## src/rtl/core_hazard_unit.sv

```systemverilog
// Pipeline hazard unit: per-stage producer tracking, forwarding selects, load-use stall, freeze and flush.
// Optional performance counters are built only when CORE_HAZARD_PERF_EN is defined.
module core_hazard_unit #(
    parameter int STAGES   = 3,
    parameter int LOAD_LAT = 2,
    localparam int SW      = $clog2(STAGES + 1)
) (
    input  logic              i_clk,
    input  logic              i_rst,
    input  logic              i_id_valid,
    input  logic              i_id_src1_en,
    input  logic              i_id_src2_en,
    input  logic [4:0]        i_id_src1_addr,
    input  logic [4:0]        i_id_src2_addr,
    input  logic              i_id_dst_en,
    input  logic [4:0]        i_id_dst_addr,
    input  logic              i_id_is_load,
    input  logic              i_ex_redirect,
    input  logic              i_bus_conflict,
    input  logic              i_perf_clr,
    output logic              o_id_hold,
    output logic              o_flush_id,
    output logic              o_loaduse,
    output logic [STAGES-1:0] o_stage_hold,
    output logic [STAGES-1:0] o_stage_valid,
    output logic [SW-1:0]     o_fwd_sel1,
    output logic [SW-1:0]     o_fwd_sel2,
    output logic [31:0]       o_cnt_loaduse,
    output logic [31:0]       o_cnt_conflict,
    output logic [31:0]       o_cnt_flush
);

    // Index k-1 holds the record of stage k (stage 1 = EX).
    logic [STAGES-1:0] r_valid;
    logic [STAGES-1:0] r_dst_en;
    logic [STAGES-1:0] r_is_load;
    logic [4:0]        r_dst_addr [STAGES];
    logic              r_redir_pend;

    logic [STAGES-1:0] w_prod1;
    logic [STAGES-1:0] w_prod2;
    logic [SW-1:0]     w_sel1;
    logic [SW-1:0]     w_sel2;
    logic              w_lu1;
    logic              w_lu2;
    logic              w_redirect;
    logic              w_loaduse;
    logic              w_issue;

    always_comb begin
        w_prod1 = '0;
        w_prod2 = '0;
        for (int k = 0; k < STAGES; k++) begin
            w_prod1[k] = r_valid[k] & r_dst_en[k] & (r_dst_addr[k] == i_id_src1_addr)
                         & (i_id_src1_addr != 5'd0);
            w_prod2[k] = r_valid[k] & r_dst_en[k] & (r_dst_addr[k] == i_id_src2_addr)
                         & (i_id_src2_addr != 5'd0);
        end
    end

    // Scan oldest to youngest so the youngest producer overwrites the result.
    always_comb begin
        w_sel1 = '0;
        w_sel2 = '0;
        w_lu1  = 1'b0;
        w_lu2  = 1'b0;
        for (int k = STAGES - 1; k >= 0; k--) begin
            if (w_prod1[k]) begin
                w_sel1 = SW'(k + 1);
                w_lu1  = r_is_load[k] && (k < LOAD_LAT);
            end
            if (w_prod2[k]) begin
                w_sel2 = SW'(k + 1);
                w_lu2  = r_is_load[k] && (k < LOAD_LAT);
            end
        end
        if (!i_id_src1_en) begin
            w_sel1 = '0;
            w_lu1  = 1'b0;
        end
        if (!i_id_src2_en) begin
            w_sel2 = '0;
            w_lu2  = 1'b0;
        end
    end

    // A redirect that arrived while frozen is remembered until the freeze lifts.
    assign w_redirect = i_ex_redirect | r_redir_pend;
    assign w_loaduse  = i_id_valid & (w_lu1 | w_lu2);
    assign w_issue    = i_id_valid & ~w_loaduse & ~w_redirect;

    assign o_loaduse     = w_loaduse;
    assign o_flush_id    = w_redirect & ~i_bus_conflict;
    assign o_id_hold     = i_bus_conflict | (w_loaduse & ~w_redirect);
    assign o_stage_hold  = {1'b0, {(STAGES-1){i_bus_conflict}}};
    assign o_stage_valid = r_valid;
    assign o_fwd_sel1    = w_sel1;
    assign o_fwd_sel2    = w_sel2;

    always_ff @(posedge i_clk or posedge i_rst) begin
        if (i_rst) begin
            r_valid      <= '0;
            r_dst_en     <= '0;
            r_is_load    <= '0;
            r_redir_pend <= 1'b0;
            for (int k = 0; k < STAGES; k++) begin
                r_dst_addr[k] <= '0;
            end
        end else if (i_bus_conflict) begin
            // Frozen: only the last stage drains, so it receives a bubble.
            r_valid[STAGES-1]    <= 1'b0;
            r_dst_en[STAGES-1]   <= 1'b0;
            r_is_load[STAGES-1]  <= 1'b0;
            r_dst_addr[STAGES-1] <= '0;
            r_redir_pend         <= r_redir_pend | i_ex_redirect;
        end else begin
            r_valid      <= {r_valid[STAGES-2:0], w_issue};
            r_dst_en     <= {r_dst_en[STAGES-2:0], i_id_dst_en};
            r_is_load    <= {r_is_load[STAGES-2:0], i_id_is_load};
            r_redir_pend <= 1'b0;
            for (int k = STAGES - 1; k > 0; k--) begin
                r_dst_addr[k] <= r_dst_addr[k-1];
            end
            r_dst_addr[0] <= i_id_dst_addr;
        end
    end

`ifdef CORE_HAZARD_PERF_EN
    logic [31:0] r_cnt_loaduse;
    logic [31:0] r_cnt_conflict;
    logic [31:0] r_cnt_flush;
    logic        w_inc_loaduse;

    assign w_inc_loaduse = w_loaduse & ~i_bus_conflict & ~w_redirect;

    always_ff @(posedge i_clk or posedge i_rst) begin
        if (i_rst) begin
            r_cnt_loaduse  <= '0;
            r_cnt_conflict <= '0;
            r_cnt_flush    <= '0;
        end else if (i_perf_clr) begin
            r_cnt_loaduse  <= '0;
            r_cnt_conflict <= '0;
            r_cnt_flush    <= '0;
        end else begin
            if (w_inc_loaduse && (r_cnt_loaduse != 32'hFFFF_FFFF)) begin
                r_cnt_loaduse <= r_cnt_loaduse + 32'd1;
            end
            if (i_bus_conflict && (r_cnt_conflict != 32'hFFFF_FFFF)) begin
                r_cnt_conflict <= r_cnt_conflict + 32'd1;
            end
            if (o_flush_id && (r_cnt_flush != 32'hFFFF_FFFF)) begin
                r_cnt_flush <= r_cnt_flush + 32'd1;
            end
        end
    end

    assign o_cnt_loaduse  = r_cnt_loaduse;
    assign o_cnt_conflict = r_cnt_conflict;
    assign o_cnt_flush    = r_cnt_flush;
`else
    logic w_unused_perf_clr;

    assign w_unused_perf_clr = i_perf_clr;
    assign o_cnt_loaduse     = '0;
    assign o_cnt_conflict    = '0;
    assign o_cnt_flush       = '0;
`endif

endmodule

```

## config.mk

```make
export PLATFORM = sky130hd
export DESIGN_NAME = core_hazard_unit
export DESIGN_NICKNAME = d
export VERILOG_FILES = /design/src/rtl/core_hazard_unit.sv
export SDC_FILE = /design/constraint.sdc
export NUM_CORES = 1
export LEC_CHECK = 0
export BUFFER_PORTS_ARGS = -buffer_cell sky130_fd_sc_hd__buf_2
export CAP_MARGIN = 20
export CORE_MARGIN = 5
export CORE_UTILIZATION = 29
export DETAILED_ROUTE_END_ITERATION = 8
export GPL_ROUTABILITY_DRIVEN = 1
export PLACE_DENSITY_LB_ADDON = 0.1
export SYNTH_ARGS = -nofsm -noshare
export SYNTH_HDL_FRONTEND = slang
export SYNTH_SLANG_ARGS = --single-unit
```

## constraint.sdc

```tcl
create_clock -name i_clk -period 2.2 [get_ports i_clk]
set_input_delay 0.33 -clock i_clk [delete_from_list [all_inputs] [get_ports i_clk]]
set_output_delay 0.33 -clock i_clk [all_outputs]
set_load 0.01 [all_outputs]
```

==> metrics <==
share of layout cells above drive strength 1 33.79%; Detail Placement HPWL 3.748 mm; vias 1378; GRT Overall Usage 8.629%; fin crit period 2514 ps; Comb power frac 31.5%; clock share of power 22.0%; R2R setup slack 280 ps; warnings from Yosys 0; final WL 4.320 mm; post-DR vias/cell 3.515; Post-DP Area 0.002228 mm2; Chip Height 95.67 um; number of max-cap violations 0; crit path DAT 2180 ps; fin worst setup slack -314.1 ps; Finished Layout Cells 392; clk root buf clkbuf_8; register bit count reported by yosys 24; worst flop-to-flop path endpoint o_stage_valid[0]; Initial Util 29.50%; Die Width 95.67 um; worst r2r src r_dst_addr[12]; failing checks negative setup slack; pre-CTS setup slack -181.2 ps; first-pass GRT wire length 6.085 mm; most frequent cells in the layout conb_1 (97), buf_2 (35), buf_4 (29), dfrtp_1 (23), xnor2_1 (19); total gr overflow 0; post-synth cell types 32; synthesized area per cell 9.294 um2; crit-path max FO 4; Simple-Gate Fraction of Synth Area 11.11%; CP startpoint kind flip-flop; critical path type reg -> out; clock sink count 24; GRT met3 Usage 1.342%; # diodes 0; Final Cell Area 0.002354 mm2; fin. max-slew vios 0; Final Hold Fails 0; VDD IR-drop max 0.1921 mV; Post-CTS Hold Fix Bufs 0; Critical Path RT 1870 ps; IO buf count 35; DRC 0; TritonCTS clock tree done; post-synthesis cell count 229; die area 0.009152 mm2; # H-tree levels 1; crit share post-route 114.3%; power density over the cells 488.0 mW/mm2; pin count of the biggest net entering global routing 25; Min-Delay Path Class in -> async; Crit. End Element primary output; P&R area growth vs syn 10.58%; RSZ-0062 raised after global routing yes; Leak 1.214 nW; initial antenna violation count 0; Ports 134; Seq/Total Area, Yosys 28.22%; Initial DRC Count 32; Int Pwr 0.0007753 W; CTS buffer count 3; Avg WL per Cell 11.02 um; synthesized cell area 0.002128 mm2; Net Sw Power 0.0003732 W; mux contribution to synthesized area 8.642%; CTS max path bufs 2; dpl cells 383; Layout fillers 794; vias in the first global route 1216; register area 601.8 um2; Final #Nets 320; drt pass-1 iters 4; total power 0.001148 W; xor/xnor share of the synthesized area 11.11%; Post-DRT Antenna Nets 0; GP Congestion 0.8140; sequential share of power 46.6%; FMAX 397.8 MHz; Multi-input gate area 0.001134 mm2; combinational family with the most area after synthesis buffers and inverters; most common cell after layout, fill and taps aside conb_1; Switching Share 32.50%; total core area 0.007214 mm2; CTS clk-pin slew, worst paths 80 ps; outcome finished with violations; Synth Area in Adders 0%; clk_lat worst skew 260 ps; gr busiest metal met2; Compound-Gate Fraction of Synth Area 4.056%; M2 GR Usage 14.01%; clk_skew 0.7768 ps; final setup fails 5; GR Util met1 11.93%; site row count 31; worst r2r path cells 5
[registers in the layout, summed over array words and instances, names as in the netlist]
| name | cells |
|---|---|
| o_stage_valid | 3 |
| r_dst_addr | 15 |
| r_dst_en | 3 |
| r_is_load | 2 |
| r_redir_pend | 1 |
[power groups by stage]
| stage | registers (W) | clock network, W | logic [W] |
|---|---|---|---|
| after floorplan | 0.000538 | 0 | 0.000351 |
| after global placement | 0.000544 | 0 | 0.000342 |
| after CTS | 0.000535 | 0.000268 | 0.000356 |
| final | 0.000535 | 0.000252 | 0.000361 |
| after global routing | 0.000542 | 0.000281 | 0.000406 |
| after detailed placement | 0.000545 | 0 | 0.000341 |
[cells by family after synthesis]
family,count (synthesis)
compound gates,9
other cells,1
xor+xnor,27
buf+inv,109
simple gates,43
mux,16
flops,24
[critical path, stage by stage (launching register included)]
cell	delay, ps
dfrtp_1	430
xor2_1	180
or4_4	550
mux2_4	330
a22oi_4	210
o21bai_1	90
buf_2	140
[cells in the mapped netlist]
master / instances / area, um2
nand2b_1: 1 / 6.260
o21bai_1: 1 / 7.510
clkbuf_1: 2 / 7.510
nor3_1: 2 / 10.01
dfrtp_1: 24 / 600.6
xor2_1: 8 / 70.07
a2111oi_0: 1 / 8.760
nand4_1: 7 / 43.79
or4_4: 1 / 11.26
conb_1: 1 / 3.750
nand3_1: 2 / 10.01
a222oi_1: 1 / 10.01
buf_1: 1 / 3.750
a22o_1: 1 / 8.760
nor2b_1: 9 / 56.30
nor2_2: 1 / 6.260
nand2_1: 4 / 15.01
nor4_1: 3 / 18.77
or4_1: 1 / 7.510
a21oi_1: 1 / 5.000
buf_4: 99 / 743.2
o211a_1: 1 / 10.01
mux2_2: 15 / 168.9
inv_1: 7 / 26.28
o31ai_1: 1 / 7.510
a22oi_4: 1 / 21.27
a21boi_0: 1 / 7.510
mux2_4: 1 / 15.01
nor3b_1: 1 / 7.510
and3_1: 1 / 6.260
nor2_1: 10 / 37.54
xnor2_1: 19 / 166.4
[through the flow]
step	setup TNS (ps)	util [%]	hold slack, ps
after floorplan	0	-	344.6
after global placement	-303.4	30.89	402.4
after detailed placement	-343.0	30.89	398.1
after CTS	-910.9	32.10	106.0
after global routing	-1763	32.62	135.5
final	-1019	32.62	102.9
[routing by layer]
metal | vias to the layer above | part of all wire [%]
met5 | - | 0
met4 | 0 | 0.49
met3 | 2 | 8.2
met2 | 62 | 49
met1 | 632 | 42
li1 | 682 | -
[worst max path at each step]
stage | from | to | depth (start not counted) | slack, ps
detailed placement | i_id_src1_addr[0] | o_id_hold | 8 | -180
CTS | r_dst_addr[11] | o_id_hold | 7 | -330
global route | r_dst_addr[11] | o_id_hold | 7 | -450
global placement | i_id_src1_addr[0] | o_id_hold | 8 | -160
finish | r_dst_addr[12] | o_id_hold | 6 | -310
floorplan | i_id_src1_addr[0] | o_id_hold | 6 | 110
[cell type report]
cell class | instances | share of cell area (%)
Clock buffer | 3 | 1.754
Inverter | 7 | 1.116
Multi-Input combinational cell | 192 | 48.17
Sequential cell | 24 | 25.57
Tap cell | 99 | 5.263
Timing Repair Buffer | 67 | 18.13
[timing repair]
item,CTS,global route
gates resized for setup,6,9
cloned,0,0
setup buffers,5,3
endpoints found under the setup margin,5,6
pin swaps,7,7
Note: power is estimated with default switching activity, not from simulation.
